$ cat src/rtl/pwr_sweep_sequencer.sv
// Power-estimation sweep sequencer.
// Steps the per-lane pwr_en/opt_en masks through a fixed list of enable
// patterns. Each pattern is held for a settle phase and then a measurement
// phase, and the measurement phase is flagged to the external power sampler.
module pwr_sweep_sequencer #(
  parameter int N_DUT = 32,
  parameter int CNT_W = 32,
  parameter int IDX_W = $clog2(2*N_DUT+2)
) (
  input  logic             clk100m,
  input  logic             rstn,
  input  logic             start,
  input  logic             abort,
  input  logic [CNT_W-1:0] settle_cycles,
  input  logic [CNT_W-1:0] dwell_cycles,
  output logic [N_DUT-1:0] pwr_en_out,
  output logic [N_DUT-1:0] opt_en_out,
  output logic [IDX_W-1:0] point_idx,
  output logic             meas_active,
  output logic             point_done,
  output logic             busy,
  output logic             done
);

  typedef enum logic [1:0] {
    IDLE,
    SETTLE,
    MEASURE,
    DONE
  } state_t;

  localparam logic [IDX_W-1:0] LAST_P = IDX_W'(2*N_DUT+1);

  state_t           state;
  logic [CNT_W-1:0] cnt;
  logic [CNT_W-1:0] s_lat;
  logic [CNT_W-1:0] d_lat;
  logic [CNT_W-1:0] s_in;
  logic [CNT_W-1:0] d_in;
  logic [IDX_W-1:0] nxt_p;

  // Thermometer mask with bits [k-1:0] set, where k = point >> 1.
  function automatic logic [N_DUT-1:0] thermo(input logic [IDX_W-1:0] pt);
    logic [N_DUT-1:0] m;
    logic [IDX_W-1:0] k;
    k = pt >> 1;
    m = '0;
    for (int unsigned i = 0; i < N_DUT; i++) begin
      m[i] = (i < 32'(k));
    end
    return m;
  endfunction

  // Odd points drive the optional-write enables with the same mask.
  function automatic logic [N_DUT-1:0] opt_mask(input logic [IDX_W-1:0] pt);
    return pt[0] ? thermo(pt) : '0;
  endfunction

  // Clamp zero-length phases to one cycle; next sweep point index.
  always_comb begin
    s_in  = (settle_cycles == '0) ? CNT_W'(1) : settle_cycles;
    d_in  = (dwell_cycles == '0) ? CNT_W'(1) : dwell_cycles;
    nxt_p = point_idx + IDX_W'(1);
  end

  // Sweep FSM with all outputs registered; point_done is raised on the edge
  // that enters the final MEASURE cycle so it lines up with that cycle.
  always_ff @(posedge clk100m or negedge rstn) begin
    if (!rstn) begin
      state       <= IDLE;
      cnt         <= '0;
      s_lat       <= '0;
      d_lat       <= '0;
      pwr_en_out  <= '0;
      opt_en_out  <= '0;
      point_idx   <= '0;
      meas_active <= 1'b0;
      point_done  <= 1'b0;
      busy        <= 1'b0;
      done        <= 1'b0;
    end else if (abort) begin
      state       <= IDLE;
      cnt         <= '0;
      pwr_en_out  <= '0;
      opt_en_out  <= '0;
      point_idx   <= '0;
      meas_active <= 1'b0;
      point_done  <= 1'b0;
      busy        <= 1'b0;
      done        <= 1'b0;
    end else begin
      unique case (state)
        IDLE: begin
          done <= 1'b0;
          if (start) begin
            s_lat       <= s_in;
            d_lat       <= d_in;
            cnt         <= s_in - CNT_W'(1);
            point_idx   <= '0;
            pwr_en_out  <= thermo('0);
            opt_en_out  <= opt_mask('0);
            meas_active <= 1'b0;
            point_done  <= 1'b0;
            busy        <= 1'b1;
            state       <= SETTLE;
          end
        end
        SETTLE: begin
          if (cnt == '0) begin
            cnt         <= d_lat - CNT_W'(1);
            meas_active <= 1'b1;
            point_done  <= (d_lat == CNT_W'(1));
            state       <= MEASURE;
          end else begin
            cnt <= cnt - CNT_W'(1);
          end
        end
        MEASURE: begin
          if (cnt == '0) begin
            meas_active <= 1'b0;
            point_done  <= 1'b0;
            if (point_idx == LAST_P) begin
              pwr_en_out <= '0;
              opt_en_out <= '0;
              busy       <= 1'b0;
              done       <= 1'b1;
              state      <= DONE;
            end else begin
              point_idx  <= nxt_p;
              pwr_en_out <= thermo(nxt_p);
              opt_en_out <= opt_mask(nxt_p);
              cnt        <= s_lat - CNT_W'(1);
              state      <= SETTLE;
            end
          end else begin
            cnt        <= cnt - CNT_W'(1);
            point_done <= (cnt == CNT_W'(1));
          end
        end
        DONE: begin
          done  <= 1'b0;
          state <= IDLE;
        end
        default: begin
          state <= IDLE;
        end
      endcase
    end
  end

endmodule

$ cat config.mk
export PLATFORM = sky130hd
export DESIGN_NAME = pwr_sweep_sequencer
export DESIGN_NICKNAME = d
export VERILOG_FILES = /design/src/rtl/pwr_sweep_sequencer.sv
export SDC_FILE = /design/constraint.sdc
export NUM_CORES = 1
export LEC_CHECK = 0
export ABC_AREA = 1
export CORE_MARGIN = 2
export CORE_UTILIZATION = 57
export DETAILED_ROUTE_END_ITERATION = 7
export PLACE_DENSITY = 0.9
export SLEW_MARGIN = 20
export SYNTH_ARGS = -nofsm -noshare
export SYNTH_HDL_FRONTEND = slang
export SYNTH_SLANG_ARGS = --single-unit
export TNS_END_PERCENT = 1
$ cat constraint.sdc
create_clock -name clk100m -period 2.9 [get_ports clk100m]
set_input_delay 0.435 -clock clk100m [delete_from_list [all_inputs] [get_ports clk100m]]
set_output_delay 0.435 -clock clk100m [all_outputs]
set_load 0.02 [all_outputs]
After elaboration in Yosys (flattened, before gate mapping)
Index checks and enable logic that the tools add are counted.

operators by class
  add/sub/neg operators = 5
  magnitude comparators = 32
  eq/ne operators = 12
  multiplexer cells = 47
  bitwise logic cells = 1
  reduce and logical (&&, ||, !) cells = 17

operators with widths
  operator               number
  $mux 32                15
  $pmux 32 s2            2
  $sub 32x1->32 const B  4
  $logic_not 32->1       3
  $lt 5x6->1 const A     16
  $pmux 32 s3            1
  $eq 32x1->1 const B    2
  $lt 4x6->1 const A     8
  $mux 7                 4
  $lt 3x6->1 const A     4
  $reduce_and 3->1       6
  $ne 3x3->1 const B     5
  $mux 1                 14
  $pmux 7 s2             1
  $lt 1x6->1 const A     2
  $lt 2x6->1 const A     2
  $reduce_and 4->1       3
  $mux 2                 5
  $pmux 2 s4             1
  $add 7x1->7 const B    1
  $eq 7x7->1 const B     1
  $pmux 1 s3             2
  $reduce_bool 3->1      2
  $eq 2x2->1 const B     2
  7 further kinds        8

storage, ports and cells
  bits in registers = 173
  input bits = 68
  output and inout port bits = 75
  word-level logic and storage cells = 125

Logic depth before layout (Yosys ltp)
  depth after elaboration = 7
  depth in mapped cells = 18
  depth with buffers taken out = 18

Worst setup path before layout
Ideal clock, no wire load.

  path kind = input -> register
  start point = in settle_cycles[11]
  end point = reg cnt[18]
  library setup time = 130 ps
  arrival = 2,309 ps
  required time = 2,770 ps
  setup slack = 461 ps
  cell stages on the path = 15
  path buffers = 0
  cell sequence = nor2_1 > nand2_1 > nor2_1 > nand2_1 > nor2_1 > nor2_1 > ha_1 > nand3_1 > nor2_1 > nand2_1 > nor3_1 > xor2_1 > a21oi_1 > nand2_1 > o21ai_0

on the way
  longest elaborated chain between the ends = 6

RTL lines
  item                    RTL line  text
  start: declaration      14        input logic [CNT_W-1:0] settle_cycles,
  $logic_not 32->1        61        s_in = (settle_cycles == '0) ? CNT_W'(1) : settle_cycles;
  $mux 32 *               61
  $sub 32x1->32 *         98        cnt <= s_in - CNT_W'(1);
  $mux 32 *               95        if (start) begin
  $pmux 32 s3 *           92        unique case (state)
  $mux 32 *               81        end else if (abort) begin
  end signal: assignment  98
  end signal: assignment  110       cnt <= d_lat - CNT_W'(1);
  end signal: assignment  115       cnt <= cnt - CNT_W'(1);
  end: declaration        35        logic [CNT_W-1:0] cnt;

Mark *: on every way between the ends. The rest lies on a longest branch, timed or not. The select of a mux whose other input is x is not followed.
A chain may end at the register's enable or synchronous reset.

Final worst setup path
  start point = reg cnt[20]
  end point = reg cnt[13]

on the way
  longest elaborated chain between the ends = 4

RTL lines
  item                        RTL line
  $logic_not 32->1 *          109, 119
  $mux 32 (on tied branches)  119, 109
  $pmux 32 s3                 92
  $mux 32                     81

Mark *: on every way between the ends. The rest lies on a longest branch, timed or not.

==> impl_metrics.csv <==
group,metric,value,unit
run_status,outcome,"completed",
clock_network,clock_latency,450,ps
timing,setup_viol,0,
setup_path,worstPathArrival,3000,ps
routing,drc,0,
routing,routed_via_density,5.83,
timing,finClkSkew,13.8,ps
pwr,switching_share,50.4,%
clock_network,clk_path_buf_depth,2,
placed_design,place.gp.congestion,1.02,
placed_design,placed_cells,2260,
clock_network,cts_num_sinks,173,
clock_network,cts_buffers,17,
setup_path,cp.required,3230,ps
timing,finalCriticalPeriod,2680,ps
synth,synth_area,11700,sq um
routing,vias,13400,
clock_network,clk_pin_slew_worst_paths,80,ps
pwr,pwr-share-clk,20.2,%
global_route,grtUsageTotal,41.2,%
finish,multi_input_area,6420,sq um
setup_path,crit_slowest_cell,"dfrtp_1",
synth,synthCells,1829,
clock_network,cts_tree,"done",
placed_design,numPortBuffers,142,
routing,dr.pass1.iters,8,
synth,ys_ff_latch,173,
finish,insertedDiodeCount,0,
global_route,first_global_vias,12800,
global_route,grt_pass1_wl,69300,um
routing,first_iter_violations,1459,
clock_network,htree_levels,4,
floorplan,start_util,57.9,%
pwr,switchingPower,6380,uW
timing,timing.final.crit_share,92.2,%
routing,ant_nets,0,
synth,yosysSeqAreaShare,37.1,%
routing,drt-wirelength-per-cell,19.0,um
global_route,grt_max_degree,66,
pwr,p_total,12700,uW
finish,final_area,14400,sq um
placed_design,dp_hpwl,34600,um
floorplan,io_pins,143,
finish,final_common_cell,"nand2_1",
synth,avgSynthCellArea,6.39,sq um
clock_network,cts_root_buf,"clkbuf_16",
finish,area_growth,23.7,%
floorplan,dieWidth,147,um
setup_path,endpoint_kind,"flop",
setup_path,critPathLaunchType,"flop",
global_route,overflow,0,
clock_network,postCtsSetupRepairBufs,0,
synth,yosysUniqueCellTypes,36,
pwr,p_leak,0.00703,uW
setup_path,crit_fanout,29,
synth,synth_warnings,0,
floorplan,core,20200,sq um
finish,final_cell_mix,"nand2_1, nor2_1, nand3_1",
setup_path,critical_path.most_common_cell,"nand3_1",
hold_path,hold_path_class,"in -> async",
setup_path,crit_chain,"nor2_1 > nand2_1 > nor2_2 > nand2_2 > nor2_1 > buf_12 > o21ai_0 > nand3_1 > nand3_1 > nand3_1 > nand2_1",
pwr,seq_power_share,31.4,%
pwr,comb_power_share,48.4,%
floorplan,die_y,147,um
timing,worstMarginPinSlew,673,ps
placed_design,place_area,13800,sq um
placed_design,place_ws,63.4,ps
pwr,ir_worst_vdd,0.000591,V
timing,slew_violations,0,
finish,fin_nets,2090,
finish,instances_no_fill,2293,
floorplan,fp-row-count,52,
timing,finalSetupTns,0,ps
pwr,p_int,6280,uW
floorplan,die_area,21700,sq um
job,max-cap-violations,0,
timing,setup_ws,225,ps
timing,rsz0062_at_grt,"no",
finish,drive_above_1_share,6.28,%
synth,synth_nets,1909,
pwr,p_per_area,876,nW/um^2
finish,ff_latch_area,4330,sq um
finish,fill_cells,1680,
timing,max_freq,0.374,GHz
setup_path,path_class,"reg -> reg",
timing,hold_violations,0,
global_route,antenna_found_initial,0,
timing,slew_headroom,54.6,%
routing,routed_wirelength,43500,um
setup_path,slowest_delay,460,ps
sequential cells by signal, indices dropped and copies added (netlist names):
name / count
done: 1
busy: 1
s_lat: 32
meas_active: 1
point_idx: 7
state: 2
cnt: 32
d_lat: 32
opt_en_out: 32
pwr_en_out: 32
point_done: 1
metal layers:
layer / vias up / routed length [um] / track usage, %
li1: 6208 / - / -
met1: 6180 / 16300 / 51.2
met2: 801 / 19800 / 66.2
met3: 188 / 4350 / 8.17
met4: 0 / 3070 / 26.2
met5: - / 0 / 0
cell usage after synthesis, drive strengths merged:
cell      n  share of area, %
o311ai    2              0.15
dfrtp   173                37
mux2      2              0.19
o21bai   10              0.64
nor3      7              0.30
nor4     12              0.64
or2       4              0.21
o21ai   142               6.1
o31ai     2              0.13
inv     196               6.3
o22ai     7              0.37
xnor2     4              0.30
clkbuf   23              0.74
o211ai   12              0.77
a21oi    19              0.85
nand4    22               1.2
and2      1             0.054
nand3   207               8.9
nand2   601                19
nand3b    8              0.51
clkinv    2             0.064
a22o      1             0.075
ha       12               1.3
buf      24              0.96
nor2    301                10
xor2     35               2.6
area by class of cell:
type / count / share of cell area, %
tap: 270 / 2.34
inverter: 198 / 5.14
clock inverter: 15 / 1.65
sequential: 173 / 30.0
clock buffer: 17 / 2.94
multi-input combinational: 1411 / 44.4
timing repair buffer: 209 / 13.5
power groups by stage:
stage	Combinational (uW)	Clock, uW	Sequential (uW)
after floorplan	4060	0	3620
after CTS	5940	2560	3920
final	6120	2560	3970
after global routing	6750	2650	4040
after global placement	5800	0	3960
after detailed placement	5890	0	3960
path summary, 6_finish.rpt:
path / depth (start not counted) / startpoint / endpoint / slack, ps
max in group asynchronous: 3 / rstn / opt_en_out[24] / 1610
max reg2reg: 11 / cnt[20] / cnt[13] / 220
min: 2 / rstn / d_lat[13] / 440
min reg2reg: 2 / pwr_en_out[25] / pwr_en_out[25] / 480
min in group clk100m: 2 / pwr_en_out[25] / pwr_en_out[25] / 480
max: 11 / cnt[20] / cnt[13] / 220
through the flow:
stage | hold slack, ps | utilization (%)
6_report | 444 | 71.6
5_1_grt | 474 | 71.6
4_1_cts | 449 | 71.6
3_5_place_dp | 357 | 68.3
3_3_place_gp | 354 | 68.3
2_1_floorplan | 139 | -
critical path: cells and delay by family, from the launching register on:
| family | cells | cell delay [ps] |
|---|---|---|
| and+or+nand+nor | 9 | 1580 |
| buffers and inverters | 1 | 230 |
| DFF | 1 | 460 |
| AOI/OAI and AO/OA | 1 | 260 |
cells by family (layout without fill, tap and decap cells):
| kind of cell | Yosys count | after routing | synth area share (%) |
|---|---|---|---|
| and+or+nand+nor | 1163 | 1163 | 41.4 |
| AOI/OAI and AO/OA | 195 | 195 | 9.07 |
| xor gates and xnor gates | 39 | 39 | 2.92 |
| adders and majority gates | 12 | 12 | 1.29 |
| muxes | 2 | 2 | 0.193 |
| DFF | 173 | 173 | 37.1 |
| buffers and inverters | 245 | 439 | 8.07 |
repair_timing:
action | in CTS | in global routing
gates resized for setup | 0 | 0
hold endpoints to repair | 35 | 0
hold buffers | 1 | 0
Power figures use the tool's default switching activity.
